<file path="src/rtl/rgmii_tx_fmt_pkg.sv">
// rgmii_tx_fmt_pkg: shared state encoding, speed constants and default IFG for the RGMII transmit formatter.
package rgmii_tx_fmt_pkg;
    typedef enum logic [2:0] {
        IDLE   = 3'd0,
        BYTE   = 3'd1,
        NIB_LO = 3'd2,
        NIB_HI = 3'd3,
        GAP    = 3'd4
    } state_e;

    localparam logic SPEED_100M  = 1'b0;
    localparam logic SPEED_1000M = 1'b1;
    localparam int   IFG_MIN_DEF = 12;
endpackage

</file>
<file path="src/rtl/rgmii_tx_ifg_cnt.sv">
// rgmii_tx_ifg_cnt: loadable down-counter that stops at zero and flags done while at zero.
module rgmii_tx_ifg_cnt #(
    parameter int W = 4
) (
    input  logic         user_clk,
    input  logic         reset_n,
    input  logic         load,
    input  logic [W-1:0] load_val,
    input  logic         dec,
    output logic         done
);
    logic [W-1:0] cnt_q, cnt_d;

    always_comb cnt_d = load ? load_val : (dec && cnt_q != '0) ? cnt_q - W'(1) : cnt_q;

    always_ff @(posedge user_clk or negedge reset_n) begin
        if (!reset_n) cnt_q <= '0;
        else          cnt_q <= cnt_d;
    end

    assign done = (cnt_q == '0);
endmodule

</file>
<file path="src/rtl/rgmii_tx_fmt.sv">
// rgmii_tx_fmt: GMII byte stream to per-cycle RGMII rising/falling nibbles and TX_CTL for external ODDRs.
// Define RGMII_TX_STATS_EN to add saturating frame/byte/error counters.
module rgmii_tx_fmt
    import rgmii_tx_fmt_pkg::*;
#(
    parameter int IFG_MIN = IFG_MIN_DEF
`ifdef RGMII_TX_STATS_EN
    ,
    parameter int CNT_W = 32
`endif
) (
    input  logic       user_clk,
    input  logic       reset_n,
    input  logic       speed,
    input  logic [7:0] txd,
    input  logic       txen,
    input  logic       txer,
    output logic       tx_ready,
    output logic [3:0] rgmii_txd_r,
    output logic [3:0] rgmii_txd_f,
    output logic       rgmii_txctl_r,
    output logic       rgmii_txctl_f,
    output logic       busy
`ifdef RGMII_TX_STATS_EN
    ,
    output logic [CNT_W-1:0] frame_cnt,
    output logic [CNT_W-1:0] byte_cnt,
    output logic [CNT_W-1:0] err_cnt
`endif
);
    localparam int     IFG_W  = (IFG_MIN > 1) ? $clog2(IFG_MIN) : 1;
    localparam state_e END_ST = (IFG_MIN == 0) ? IDLE : GAP;

    state_e     state_q, state_d;
    logic       mode_q, mode_d, er_q, er_d, acc, ifg_done;
    logic [7:0] byte_q, byte_d;
    logic [3:0] txd_r_q, txd_r_d, txd_f_q, txd_f_d;
    logic       ready_q, ready_d, busy_q, busy_d, ctl_r_q, ctl_r_d, ctl_f_q, ctl_f_d;

    assign acc = txen && ready_q;

    always_ff @(posedge user_clk or negedge reset_n) begin
        if (!reset_n) begin
            state_q <= IDLE;
            mode_q  <= 1'b0;
            er_q    <= 1'b0;
            byte_q  <= '0;
            txd_r_q <= '0;
            txd_f_q <= '0;
            ready_q <= 1'b0;
            busy_q  <= 1'b0;
            ctl_r_q <= 1'b0;
            ctl_f_q <= 1'b0;
        end else begin
            state_q <= state_d;
            mode_q  <= mode_d;
            er_q    <= er_d;
            byte_q  <= byte_d;
            txd_r_q <= txd_r_d;
            txd_f_q <= txd_f_d;
            ready_q <= ready_d;
            busy_q  <= busy_d;
            ctl_r_q <= ctl_r_d;
            ctl_f_q <= ctl_f_d;
        end
    end

    always_comb begin
        mode_d  = (state_q == IDLE && acc) ? speed : mode_q;
        state_d = state_q;
        case (state_q)
            IDLE:    state_d = acc ? ((mode_d == SPEED_1000M) ? BYTE : NIB_LO) : IDLE;
            BYTE:    state_d = acc ? BYTE : END_ST;
            NIB_LO:  state_d = NIB_HI;
            NIB_HI:  state_d = acc ? NIB_LO : END_ST;
            GAP:     state_d = ifg_done ? IDLE : GAP;
            default: state_d = IDLE;
        endcase
    end

    // Output flops are computed from the next state so they line up with state_q.
    always_comb begin
        byte_d  = acc ? txd : byte_q;
        er_d    = acc ? txer : er_q;
        ready_d = (state_d == IDLE) || (state_d == BYTE) || (state_d == NIB_HI);
        busy_d  = (state_d != IDLE);
        ctl_r_d = (state_d == BYTE) || (state_d == NIB_LO) || (state_d == NIB_HI);
        ctl_f_d = ctl_r_d && !er_d;
        txd_r_d = (state_d == BYTE || state_d == NIB_LO) ? byte_d[3:0] :
                  (state_d == NIB_HI) ? byte_d[7:4] : 4'h0;
        txd_f_d = (state_d == BYTE) ? byte_d[7:4] : txd_r_d;
    end

    rgmii_tx_ifg_cnt #(.W(IFG_W)) u_ifg (
        .user_clk (user_clk),
        .reset_n  (reset_n),
        .load     (state_d == GAP && state_q != GAP),
        .load_val (IFG_W'(IFG_MIN - 1)),
        .dec      (state_q == GAP),
        .done     (ifg_done)
    );

    assign tx_ready      = ready_q;
    assign busy          = busy_q;
    assign rgmii_txd_r   = txd_r_q;
    assign rgmii_txd_f   = txd_f_q;
    assign rgmii_txctl_r = ctl_r_q;
    assign rgmii_txctl_f = ctl_f_q;

`ifdef RGMII_TX_STATS_EN
    logic [CNT_W-1:0] frame_q, frame_d, bytes_q, bytes_d, errs_q, errs_d;
    logic             err_seen_q, err_seen_d, start;

    assign start = acc && (state_q == IDLE);

    // err_seen limits the error counter to one increment per frame.
    always_comb begin
        err_seen_d = start ? txer : (err_seen_q || (acc && txer));
        frame_d    = (start && !(&frame_q)) ? frame_q + CNT_W'(1) : frame_q;
        bytes_d    = (acc && !(&bytes_q)) ? bytes_q + CNT_W'(1) : bytes_q;
        errs_d     = (acc && txer && (start || !err_seen_q) && !(&errs_q)) ? errs_q + CNT_W'(1) : errs_q;
    end

    always_ff @(posedge user_clk or negedge reset_n) begin
        if (!reset_n) begin
            err_seen_q <= 1'b0;
            frame_q    <= '0;
            bytes_q    <= '0;
            errs_q     <= '0;
        end else begin
            err_seen_q <= err_seen_d;
            frame_q    <= frame_d;
            bytes_q    <= bytes_d;
            errs_q     <= errs_d;
        end
    end

    assign frame_cnt = frame_q;
    assign byte_cnt  = bytes_q;
    assign err_cnt   = errs_q;
`endif
endmodule

</file>
<file path="config.mk">
export PLATFORM = sky130hd
export DESIGN_NAME = rgmii_tx_fmt
export DESIGN_NICKNAME = d
export VERILOG_FILES = /design/src/rtl/rgmii_tx_fmt_pkg.sv /design/src/rtl/rgmii_tx_ifg_cnt.sv /design/src/rtl/rgmii_tx_fmt.sv
export SDC_FILE = /design/constraint.sdc
export NUM_CORES = 1
export LEC_CHECK = 0
export CELL_PAD_IN_SITES_DETAIL_PLACEMENT = 0
export CELL_PAD_IN_SITES_GLOBAL_PLACEMENT = 1
export CORE_MARGIN = 2
export CORE_UTILIZATION = 38
export CTS_CLUSTER_SIZE = 30
export DETAILED_ROUTE_END_ITERATION = 6
export MAX_ROUTING_LAYER = met4
export PLACE_DENSITY_LB_ADDON = 0.1
export SLEW_MARGIN = 20
export SYNTH_ARGS = -nofsm -noshare
export SYNTH_HDL_FRONTEND = slang
export SYNTH_SLANG_ARGS = --single-unit
export TNS_END_PERCENT = 20
</file>
<file path="constraint.sdc">
create_clock -name user_clk -period 1.8 [get_ports user_clk]
set_clock_uncertainty 0.15 [all_clocks]
set_input_delay 0.18 -clock user_clk [delete_from_list [all_inputs] [get_ports user_clk]]
set_output_delay 0.18 -clock user_clk [all_outputs]
set_load 0.01 [all_outputs]
</file>
==> results.env <==
RESULT_OF_THE_RUN='finished, final reports clean'
TIMING.CRITICAL_PATH.FROM='u_ifg.cnt_q[0]$_DFFE_PN0P_'
GRT_FIRST_PASS_WIRELENGTH_MM=4.55
CTS.CLK_SLEW.WORST_PATHS_NS=0.15
WORST-ENDPOINT-ARRIVAL_NS=1.82
MAXCLOCKFREQUENCY_GHz=0.587
SYNTH_FP_NETS=135
POWER_DENSITY_nW_PER_UM2=1470
PATH_MAX_FANOUT=4
ANTENNA_FOUND_INITIAL=0
SYNTH-EDFF-COUNT=0
DETAILEDPLACEMENTHPWL_MM=1.98
VIA_COUNT=993
GLOBALROUTETOTALUTIL_PCT=17.0
SYNTHDOMINANTAREACELLTYPE='dfrtp_1'
CTS_MAX_LEVEL=1
POST_SYNTH_INST_COUNT=121
LARGEST_NET_DEGREE_AT_THE_START_OF_GLOBAL_ROUTING=29
FINAL_REPLACE_WEIGHTED_CONGESTION=0.799
ROUTE.DETAILED.DRC=0
CP.REQUIRED_NS=1.92
FINAL-SETUP-VIOL-COUNT=0
TIMING.FINAL.HOLD_VIOLATIONS=0
PLACEABLECOREAREA_SQ_UM=3100
FIN_CRIT_NS=1.70
WL_PER_CELL_MICRONS=13.7
CTS_MAX_PATH_BUFFERS=2
RELSLEWSLACK_PCT=63.5
SETUP-TNS-FINAL_NS=0
SYN-CELL-AREA_SQ_UM=1250
REPORT.FINAL.SLEW_VIOL_COUNT=0
FIN_NETS=167
CELLLEAKAGEPOWER_nW=0.749
NUM_IO_PINS=25
SYN_AREA_PER_CELL_SQ_UM=10.4
VIAS_IN_THE_FIRST_GLOBAL_ROUTE=993
CTS_HOLD_BUFFERS=0
RSZ0062_AT_GRT='false'
SYNTH_CELL_TYPE_COUNT=32
SYNTH_TOP_CELL_AREA_SHARE_PCT=55.8
TIMING.MAX_CAP.VIOLATIONS=0
TOTALWIRELENGTH_MM=2.69
CLK-INSERTION-DELAY-LATE_NS=0.32
CRITPATHCAPTURETYPE='flop'
CTS_TREE='built'
FLOORPLAN.DIE.WIDTH_MICRONS=61.5
GLOBALROUTE.TOTALOVERFLOW=0
LARGEST_VDD_SUPPLY_DROP_V=0.000455
DIE_AREA_SQ_UM=3780
YOSYS_MOST_USED_DFF='dfrtp_1'
STARTING_DENSITY_PCT=40.4
WORSTMARGINPINSLEW_NS=0.546
DIE_EXTENT_IN_Y_MICRONS=61.5
VIA_PER_INST=5.07
SYNTH_MOST_COMMON_CELL='dfrtp_1'
CTS_INSERTED_BUFFERS=3
CTS.SINKS=28
POSTCTSSETUPBUFFERS=0
AREA.GROWTH.SYNTH_TO_FINAL_PCT=29.6
ROOT_BUFFER='clkbuf_4'
CRIT-REG2REG-LAUNCH='u_ifg.cnt_q[0]$_DFFE_PN0P_'
NUMPORTBUFFERS=24
FINAL_CORE_UTILIZATION_PCT=52.4
DRTITER0DRC=48
LAYOUT-DRIVE-GT1-SHARE_PCT=13.8
YOSYSWARNINGS=0
CTS_RESIZED=0
DRT.ANTENNA.VIOLATING_NETS=0
SYNTH.FF_LATCH_COUNT=28
COMMONEST_CELLS_POST_SYNTH='28 x dfrtp_1, 9 x a21oi_1, 9 x o21ai_0, 8 x inv_1, 8 x nand2_1'
TIMING_WORST_SETUP_PATH_TYPE='flop to flop'
SYNTH-SEQ-AREA-SHARE_PCT=55.8
PLACEMENT_ROWS=20
SYNTH_ASYNC_SR_FLOP_SHARE_PCT=100
MIN_PERIOD_OVER_PERIOD_PCT=94.7
TIMING.HOLD.WORST.CLASS='primary input to asynchronous set/reset pin'
PRE_ANTENNA_DRT_ITERS=4
NUMBER_OF_DIODES=0
POST_SYNTH_MAIN_AREA_CONTRIBUTORS='dfrtp_1 56%, mux2i_1 4.8%, a21oi_1 3.6%'
CP-START-KIND='flop'
final timing paths:
check | endpoint | slack (ns) | cells past startpoint
max | u_ifg.cnt_q[2]$_DFFE_PN0P_ | 0.1 | 5
max in group asynchronous | rgmii_txd_f[1]$_DFF_PN0_ | 1.16 | 2
max reg2reg | u_ifg.cnt_q[2]$_DFFE_PN0P_ | 0.1 | 5
min | rgmii_txctl_r$_DFF_PN0_ | 0.07 | 2
min reg2reg | er_q$_DFF_PN0_ | 0.35 | 2
min in group user_clk | er_q$_DFF_PN0_ | 0.24 | 3
kinds of logic (layout without fill, tap and decap cells):
family,count (synthesis),in the layout,synth area share (%)
AO/OA/AOI/OAI,36,36,17.8
adder cells (fa/ha/maj),1,1,0.997
flip-flops,28,28,55.8
multiplexers,6,6,4.79
buffers and inverters,15,46,5.19
AND/OR/NAND/NOR,35,35,15.4
registers in the layout, indices dropped and copies added, names as in the netlist:
signal,cells
rgmii_txctl_r,1
state_q,3
rgmii_txd_r,4
er_q,1
busy,1
rgmii_txd_f,4
rgmii_txctl_f,1
tx_ready,1
byte_q,8
u_ifg.cnt_q,4
power breakdown:
part           switching [mW]  internal, mW  leakage, nW
combinational           0.513         0.548        0.383
sequential              0.143         0.882        0.346
clock                   0.184         0.124       0.0210
per-stage QoR:
step | setup WS (ns) | cell area (sq um) | instances | hold WS [ns] | power, mW
after CTS | 0.0962 | 1630 | 196 | 0.0836 | 2.41
after global routing | 0.00673 | 1630 | 196 | 0.0689 | 2.60
after detailed placement | 0.105 | 1590 | 192 | 0.314 | 2.11
final | 0.0954 | 1630 | 196 | 0.0661 | 2.39
after floorplan | 0.228 | 1250 | 121 | -0.266 | 1.61
after global placement | 0.102 | 1590 | 192 | 0.303 | 2.09
critical path, cell delays in order, from the launching register on:
cell and delay, ns:
dfrtp_1 0.43, inv_1 0.08, ha_1 0.18, or3b_2 0.49
nand3_1 0.14, mux2i_1 0.18
layout by cell type (no fill, tap or decap), drive strengths merged, types with 2 or more instances in the layout:
cell type,n
a21boi,3
a21oi,9
and3,4
buf,10
clkbuf,4
clkdlybuf4s50,24
dfrtp,28
inv,8
mux2i,6
nand2,8
nand2b,2
nand3,4
nor2,2
nor3,3
nor3b,2
o21ai,12
o221ai,3
o22ai,2
or2,4
or3,2
or3b,2
layout make-up:
cell class	instances	area, sq um
tap	44	55.1
clock buffer	4	36.3
inverter	8	30.0
timing repair buffer	34	315
sequential	28	701
multi-input combinational	78	489
fill	322	1480
layer usage:
metal	vias to the layer above	global-route usage, %	part of all wire (%)
li1	489	-	-
met1	470	24.3	52
met2	32	24.8	41
met3	2	2.52	6.9
met4	0	5.47	0.71
met5	-	-	0
No activity file was read; power rests on OpenSTA's default activity.
